$ cat config.mk
export PLATFORM = sky130hd
export DESIGN_NAME = csr_spmv_engine
export DESIGN_NICKNAME = d
export VERILOG_FILES = /design/src/rtl/spmv_pkg.sv /design/src/rtl/csr_mac.sv /design/src/rtl/csr_spmv_engine.sv
export SDC_FILE = /design/constraint.sdc
export NUM_CORES = 2
export LEC_CHECK = 0
export CAP_MARGIN = 20
export CORE_MARGIN = 8
export CORE_UTILIZATION = 31
export CTS_BUF_LIST = sky130_fd_sc_hd__clkbuf_16
export DETAILED_ROUTE_END_ITERATION = 10
export SLEW_MARGIN = 20
export SYNTH_ARGS = -nofsm -noshare
export SYNTH_HDL_FRONTEND = slang
export SYNTH_HIERARCHICAL = 1
export SYNTH_SLANG_ARGS = --single-unit
$ cat constraint.sdc
create_clock -name clk -period 11.85 [get_ports clk]
set_input_delay 2.9625 -clock clk [delete_from_list [all_inputs] [get_ports clk]]
set_output_delay 2.9625 -clock clk [all_outputs]
set_load 0.03 [all_outputs]
$ cat src/rtl/spmv_pkg.sv
// spmv_pkg: FSM state type and default parameters shared by the CSR SpMV engine.
package spmv_pkg;
  localparam int DW_DEF    = 32;
  localparam int AW_DEF    = 32;
  localparam int ACC_W_DEF = 64;
  localparam int RW_DEF    = 16;
  typedef enum logic [2:0] {IDLE, PTR0, PTR, NZA, NZB, EMIT, FIN} spmv_state_t;
endpackage

$ cat src/rtl/csr_mac.sv
// csr_mac: unsigned multiply-accumulate with clear/enable; wraps, or saturates when SPMV_SAT_EN is defined.
module csr_mac #(
  parameter int DW    = 32,
  parameter int ACC_W = 64
) (
  input  logic             clk,
  input  logic             rst,
  input  logic             clr_i,
  input  logic             en_i,
  input  logic [DW-1:0]    a_i,
  input  logic [DW-1:0]    b_i,
`ifdef SPMV_SAT_EN
  input  logic             sclr_i,
  output logic             sat_o,
`endif
  output logic [ACC_W-1:0] acc_o
);
  logic [2*DW-1:0]  prod;
  logic [ACC_W-1:0] acc_q, acc_d;
`ifdef SPMV_SAT_EN
  logic [ACC_W:0]   sum;
  logic             sat_q;
  always_comb begin
    prod  = {{DW{1'b0}}, a_i} * {{DW{1'b0}}, b_i};
    sum   = {1'b0, acc_q} + (ACC_W+1)'(prod);
    acc_d = sum[ACC_W] ? '1 : sum[ACC_W-1:0];
  end
  always_ff @(posedge clk) begin
    if (rst || sclr_i) sat_q <= 1'b0;
    else if (en_i && sum[ACC_W]) sat_q <= 1'b1;
  end
  assign sat_o = sat_q;
`else
  always_comb begin
    prod  = {{DW{1'b0}}, a_i} * {{DW{1'b0}}, b_i};
    acc_d = acc_q + ACC_W'(prod);
  end
`endif
  always_ff @(posedge clk) begin
    if (rst || clr_i) acc_q <= '0;
    else if (en_i) acc_q <= acc_d;
  end
  assign acc_o = acc_q;
endmodule

$ cat src/rtl/csr_spmv_engine.sv
// csr_spmv_engine: CSR sparse matrix x dense vector engine, one result per row over a ready/valid port.
// Optional SPMV_SAT_EN: saturating accumulator plus sticky sat output.
module csr_spmv_engine
  import spmv_pkg::*;
#(
  parameter int DW    = DW_DEF,
  parameter int AW    = AW_DEF,
  parameter int ACC_W = ACC_W_DEF,
  parameter int RW    = RW_DEF
) (
  input  logic             clk,
  input  logic             rst,
  input  logic             start,
  input  logic [RW-1:0]    nrows,
  input  logic [AW-1:0]    row_base,
  input  logic [AW-1:0]    wdata_col_base,
  input  logic [AW-1:0]    matrix_base,
  input  logic [AW-1:0]    v_values_base,
  output logic [AW-1:0]    addr1,
  input  logic [DW-1:0]    dataIn1,
  output logic [AW-1:0]    addr2,
  input  logic [DW-1:0]    dataIn2,
  output logic             res_valid,
  input  logic             res_ready,
  output logic [ACC_W-1:0] res_data,
  output logic [RW-1:0]    res_row,
  output logic             busy,
  output logic             done,
`ifdef SPMV_SAT_EN
  output logic             sat,
`endif
  output logic             err
);
  spmv_state_t      state_q, state_d;
  logic [RW-1:0]    nrows_q, r_q;
  logic [AW-1:0]    row_base_q, col_base_q, mat_base_q, vec_base_q, addr1_q, addr2_q;
  logic [DW-1:0]    k_q, end_q, col_q, mval_q;
  logic [ACC_W-1:0] acc;
  logic             err_q, go, back, last_row, mac_clr;
  assign go       = (state_q == IDLE) && start;
  assign back     = (state_q == PTR) && (dataIn1 < k_q);
  assign last_row = (r_q + RW'(1)) >= nrows_q;
  assign mac_clr  = go || back || ((state_q == EMIT) && res_ready);
  always_ff @(posedge clk) begin
    if (rst) state_q <= IDLE;
    else state_q <= state_d;
  end
  always_comb begin
    state_d = state_q;
    case (state_q)
      IDLE:    if (start) state_d = (nrows == '0) ? FIN : PTR0;
      PTR0:    state_d = PTR;
      PTR:     state_d = (dataIn1 > k_q) ? NZA : EMIT;
      NZA:     state_d = NZB;
      NZB:     state_d = (k_q + DW'(1) < end_q) ? NZA : EMIT;
      EMIT:    if (res_ready) state_d = last_row ? FIN : PTR;
      FIN:     state_d = IDLE;
      default: state_d = IDLE;
    endcase
  end
  // Address ports are combinational in read states and hold their last value otherwise.
  always_comb begin
    busy      = state_q != IDLE;
    done      = state_q == FIN;
    res_valid = state_q == EMIT;
    res_data  = acc;
    res_row   = r_q;
    err       = err_q;
    addr1     = (state_q == PTR0) ? row_base_q :
                (state_q == PTR)  ? row_base_q + AW'(r_q) + AW'(1) :
                (state_q == NZA)  ? col_base_q + AW'(k_q) : addr1_q;
    addr2     = (state_q == NZA)  ? mat_base_q + AW'(k_q) :
                (state_q == NZB)  ? vec_base_q + AW'(col_q) : addr2_q;
  end
  always_ff @(posedge clk) begin
    if (rst) begin
      nrows_q    <= '0;
      r_q        <= '0;
      row_base_q <= '0;
      col_base_q <= '0;
      mat_base_q <= '0;
      vec_base_q <= '0;
      addr1_q    <= '0;
      addr2_q    <= '0;
      k_q        <= '0;
      end_q      <= '0;
      col_q      <= '0;
      mval_q     <= '0;
      err_q      <= 1'b0;
    end else begin
      addr1_q <= addr1;
      addr2_q <= addr2;
      if (go) begin
        nrows_q    <= nrows;
        row_base_q <= row_base;
        col_base_q <= wdata_col_base;
        mat_base_q <= matrix_base;
        vec_base_q <= v_values_base;
        r_q        <= '0;
        k_q        <= '0;
        end_q      <= '0;
        err_q      <= 1'b0;
      end
      if (state_q == PTR0) k_q <= dataIn1;
      if (state_q == PTR) begin
        end_q <= dataIn1;
        if (back) begin
          err_q <= 1'b1;
          k_q   <= dataIn1;
        end
      end
      if (state_q == NZA) begin
        col_q  <= dataIn1;
        mval_q <= dataIn2;
      end
      if (state_q == NZB) k_q <= k_q + DW'(1);
      if ((state_q == EMIT) && res_ready) r_q <= r_q + RW'(1);
    end
  end
  csr_mac #(.DW(DW), .ACC_W(ACC_W)) u_mac (
    .clk   (clk),
    .rst   (rst),
    .clr_i (mac_clr),
    .en_i  (state_q == NZB),
    .a_i   (mval_q),
    .b_i   (dataIn2),
`ifdef SPMV_SAT_EN
    .sclr_i(go),
    .sat_o (sat),
`endif
    .acc_o (acc)
  );
endmodule

==> results_tabular.tex <==
\begin{tabular}{lr}
\hline
Metric & Value \\
\hline
\multicolumn{2}{l}{\textbf{Outcome}} \\
\quad Outcome & complete, no violations \\
\multicolumn{2}{l}{\textbf{Drt}} \\
\quad Number of DRC markers after the initial detailed-route iteration & 3,520 \\
\quad Antenna violation net count after detailed routing & 0 \\
\quad Via count normalized by instance count & 5.05 \\
\quad WL final & 210 mm \\
\quad DRC & 0 \\
\quad DR vias & 49,916 \\
\quad Wire length per cell after detailed routing & 21.2 microns \\
\quad Router iterations before antenna repair & 5 \\
\multicolumn{2}{l}{\textbf{Clock network}} \\
\quad Post-CTS setup buffer count & 0 \\
\quad Total of hold buffers inserted after clock tree synthesis & 0 \\
\quad Clock tree from TritonCTS & done \\
\quad Clock buffer count from CTS & 55 \\
\quad Skew-Pair Late Insertion Delay & 0.66 ns \\
\quad Clock transition at the register clock pins on the worst setup and hold paths after CTS & 0.06 ns \\
\quad Sinks on Clock Net & 420 \\
\quad Maximum buffer depth of the clock tree & 3 \\
\quad H-tree levels & 2 \\
\quad Clock root buffer & clkbuf\_16 \\
\quad \# resized after CTS & 0 \\
\multicolumn{2}{l}{\textbf{Setup path}} \\
\quad Type of origin of the critical path & input pin \\
\quad Required time worst endpoint & 12.45 ns \\
\quad Top fanout value on the critical path & 17 \\
\quad Cell at the slowest stage of the critical path & clkdlybuf4s50\_1 \\
\quad Reg-to-reg slack, setup & 3.23 ns \\
\quad Arrival @ worst endpoint & 11.40 ns \\
\quad Cell repeated most along the worst path & fa\_1 \\
\quad FF-to-FF Start & mval\_q[17] \\
\quad CP Capture Type & flip-flop \\
\quad Slowest Stage Delay on Critical Path & 0.72 ns \\
\quad Critical path class & in -> reg \\
\quad Depth of the worst register-to-register path & 25 \\
\quad Capture point of the worst reg-to-reg path & u\_mac/acc\_o[61] \\
\multicolumn{2}{l}{\textbf{Layout}} \\
\quad Area growth from synthesis to final layout & 13.2\% \\
\quad Number of nets in the layout & 8,906 \\
\quad Share of post-route cells with drive strength above 1 & 0.0343 \\
\quad Filler-free cell count of the finished design & 9,885 \\
\multicolumn{2}{l}{\textbf{Timing}} \\
\quad Total negative slack for setup checks & 0 ns \\
\quad Max-slew violation count & 0 \\
\quad Shortest clock period the worst path allows after layout & 10.81 ns \\
\quad Relative slew margins & 0.246 \\
\quad Maximum clock frequency & 0.0925 GHz \\
\quad Setup-failing EPs final & 0 \\
\quad Final Hold Vio Count & 0 \\
\quad Final Skew & 0.0345 ns \\
\quad Slew at the pin closest to its max-slew limit & 1.13 ns \\
\quad Unrepaired setup endpoints after global routing & no \\
\quad Tcrit/Tclk final & 0.912 \\
\multicolumn{2}{l}{\textbf{Floorplan}} \\
\quad Die area & 0.206 sq mm \\
\quad Width of the die & 454 microns \\
\quad Initial Util & 0.311 \\
\quad Core region area & 0.192 sq mm \\
\quad Row count & 161 \\
\quad Number of top-level pins & 360 \\
\quad Die height & 454 microns \\
\multicolumn{2}{l}{\textbf{Place}} \\
\quad Port Buf Inserts & 359 \\
\quad Placer congestion estimate & 0.895 \\
\quad Post-detailed-placement half-perimeter wirelength & 167 mm \\
\quad Cell count after placement & 9,767 \\
\multicolumn{2}{l}{\textbf{Yosys}} \\
\quad Unique masters post-synth & 91 \\
\quad Number of nets in the synthesized netlist & 8,797 \\
\quad Number of storage elements in the synthesis netlist & 420 \\
\quad Total number of yosys warnings & 6 \\
\quad Async S/R FF share, synth & 0 \\
\quad Syn Inst Count & 7,189 \\
\quad Post-Syn Area & 0.0595 sq mm \\
\quad Count of flip-flops with a built-in enable after synthesis & 0 \\
\quad Share of synthesized area occupied by flip-flops and latches & 0.141 \\
\quad Main synth FF type & dfxtp\_1 \\
\quad Synthesized area divided by synthesized cell count & 8.28 sq um \\
\multicolumn{2}{l}{\textbf{Power and ir drop}} \\
\quad Reg power frac & 0.342 \\
\quad Combinational fraction of design power & 0.291 \\
\quad Internal & 2900 uW \\
\quad Power density over the cells & 67.9 mW/mm\^{}2 \\
\quad Switching fraction of total power & 0.365 \\
\quad Worst voltage drop across the vdd grid & 116 uV \\
\quad Leakage power of the design & 0.0312 uW \\
\quad Clk pwr share & 0.367 \\
\quad Final Total Pwr & 4570 uW \\
\quad NetSw & 1670 uW \\
\multicolumn{2}{l}{\textbf{Global routing}} \\
\quad Vias in the first global route & 52,952 \\
\quad Combined global-route utilization of all metal layers & 0.200 \\
\quad Initial antenna violation count & 21 \\
\quad GRT overflow & 0 \\
\quad Global-route wire length before repair & 322 mm \\
\quad Largest net degree at the start of global routing & 85 \\
\multicolumn{2}{l}{\textbf{Run}} \\
\quad Reported max-cap violation count & 0 \\
\multicolumn{2}{l}{\textbf{Min path}} \\
\quad HP Class & reg -> reg \\
\quad Hold path startpoint & col\_q[14] \\
\quad Hold path cells & 2 \\
\quad Worst-case hold path end point & col\_q[14] \\
\hline
\end{tabular}
==> flip-flops by register name (all words and copies together) (netlist names), 3 cells and up <==
| name | cells |
|---|---|
| mat_base_q | 32 |
| addr1_q | 32 |
| u_mac/acc_o | 64 |
| mval_q | 32 |
| col_base_q | 32 |
| addr2_q | 32 |
| end_q | 32 |
| state_q | 3 |
| res_row | 16 |
| nrows_q | 16 |
| row_base_q | 32 |
| k_q | 32 |
| vec_base_q | 32 |
| col_q | 32 |
==> routing by layer <==
| layer | track usage | part of all wire |
|---|---|---|
| met1 | 0.243 | 0.40 |
| met2 | 0.353 | 0.50 |
| met3 | 0.0285 | 0.055 |
| met4 | 0.0873 | 0.049 |
| met5 | 0 | 0.00010 |
==> critical path, delay by kind of cell <==
kind,cells,cell delay (ns)
AO/OA/AOI/OAI,6,1.45
buffers and inverters,10,1.76
adder cells (fa/ha/maj),9,4.28
AND/OR/NAND/NOR,5,0.94
==> power by group through the flow <==
stage | Sequential (uW) | Clock (uW) | Combinational (uW)
2_1_floorplan | 1550 | 0 | 828
3_3_place_gp | 1590 | 0 | 1310
3_5_place_dp | 1600 | 0 | 1320
4_1_cts | 1570 | 1720 | 1340
5_1_grt | 1570 | 1770 | 1460
6_report | 1560 | 1680 | 1330
==> synth_stat cells (22+ instances only) <==
master | instances | area, sq um
o211ai_1 | 24 | 180
fa_1 | 963 | 19300
a21o_1 | 116 | 871
a31oi_1 | 46 | 288
xor2_1 | 66 | 578
inv_1 | 1192 | 4470
nand4_1 | 69 | 432
xnor2_1 | 119 | 1040
ha_1 | 433 | 5420
and2_1 | 527 | 3300
a21oi_1 | 472 | 2360
a211oi_1 | 30 | 225
nand3_1 | 131 | 656
nor3_1 | 47 | 235
o21ai_0 | 172 | 861
o21bai_1 | 22 | 165
clkbuf_1 | 378 | 1420
nor2_1 | 235 | 882
and3_1 | 41 | 257
mux2i_1 | 41 | 410
dfxtp_1 | 420 | 8410
nand2_1 | 1279 | 4800
a22oi_1 | 35 | 263
o21a_1 | 32 | 240
==> area by class of cell <==
class,instances,area (sq um)
flip-flops and latches,420,8430
fillers,19785,124000
clock buffers,56,1400
repair buffers,464,4440
multi-input cells,5164,45100
diodes,15,37.5
clock inverters,47,345
well taps,2526,3160
inverters,1193,4480
==> cell families (layout without fill, tap and decap cells) <==
logic type                 count (synthesis)  count (layout)  share of synthesized area
muxes                                     41              41                    0.00690
other                                      0              15                          0
and+or+nand+nor                         2426            2426                      0.189
xor gates and xnor gates                 185             185                     0.0272
AOI/OAI and AO/OA                       1116            1116                      0.119
buffers and inverters                   1605            1760                      0.102
DFF                                      420             420                      0.141
adders and majority gates               1396            1396                      0.415
==> worst max path at each step <==
stage / start / end
after floorplan: dataIn2[0] / u_mac/acc_o[61]
after global placement: dataIn2[2] / u_mac/acc_o[58]
after detailed placement: dataIn2[2] / u_mac/acc_o[58]
after CTS: dataIn2[2] / u_mac/acc_o[58]
after global routing: dataIn2[2] / u_mac/acc_o[58]
final: dataIn2[2] / u_mac/acc_o[58]
==> placed cells by master, fill, tap and decap left out, types with 30 or more instances in the layout <==
master	n
a21o_1	116
and3_1	41
a31oi_1	46
dfxtp_1	399
nand4_1	69
xor2_1	66
buf_4	101
o21ai_0	172
fa_1	963
a22oi_1	35
and2_1	526
clkbuf_16	56
nor3_1	47
a211oi_1	30
nor2_1	231
ha_1	433
nand2_1	1276
a21oi_1	471
nand3_1	131
xnor2_1	119
mux2i_1	41
inv_1	1199
clkdlybuf4s50_1	358
o21a_1	32
==> through the flow <==
stage / worst slack (ns) / hold slack, ns / cell area (sq um) / utilization
final: 1.04 / 0.458 / 67400 / 0.352
after floorplan: 1.91 / 0.436 / 59500 / -
after global placement: 0.486 / 0.443 / 65600 / 0.342
after detailed placement: 0.451 / 0.452 / 65600 / 0.342
after global routing: 0.601 / 0.477 / 67300 / 0.351
after CTS: 1.14 / 0.460 / 67300 / 0.351
Note: power is estimated with default switching activity, not from simulation.
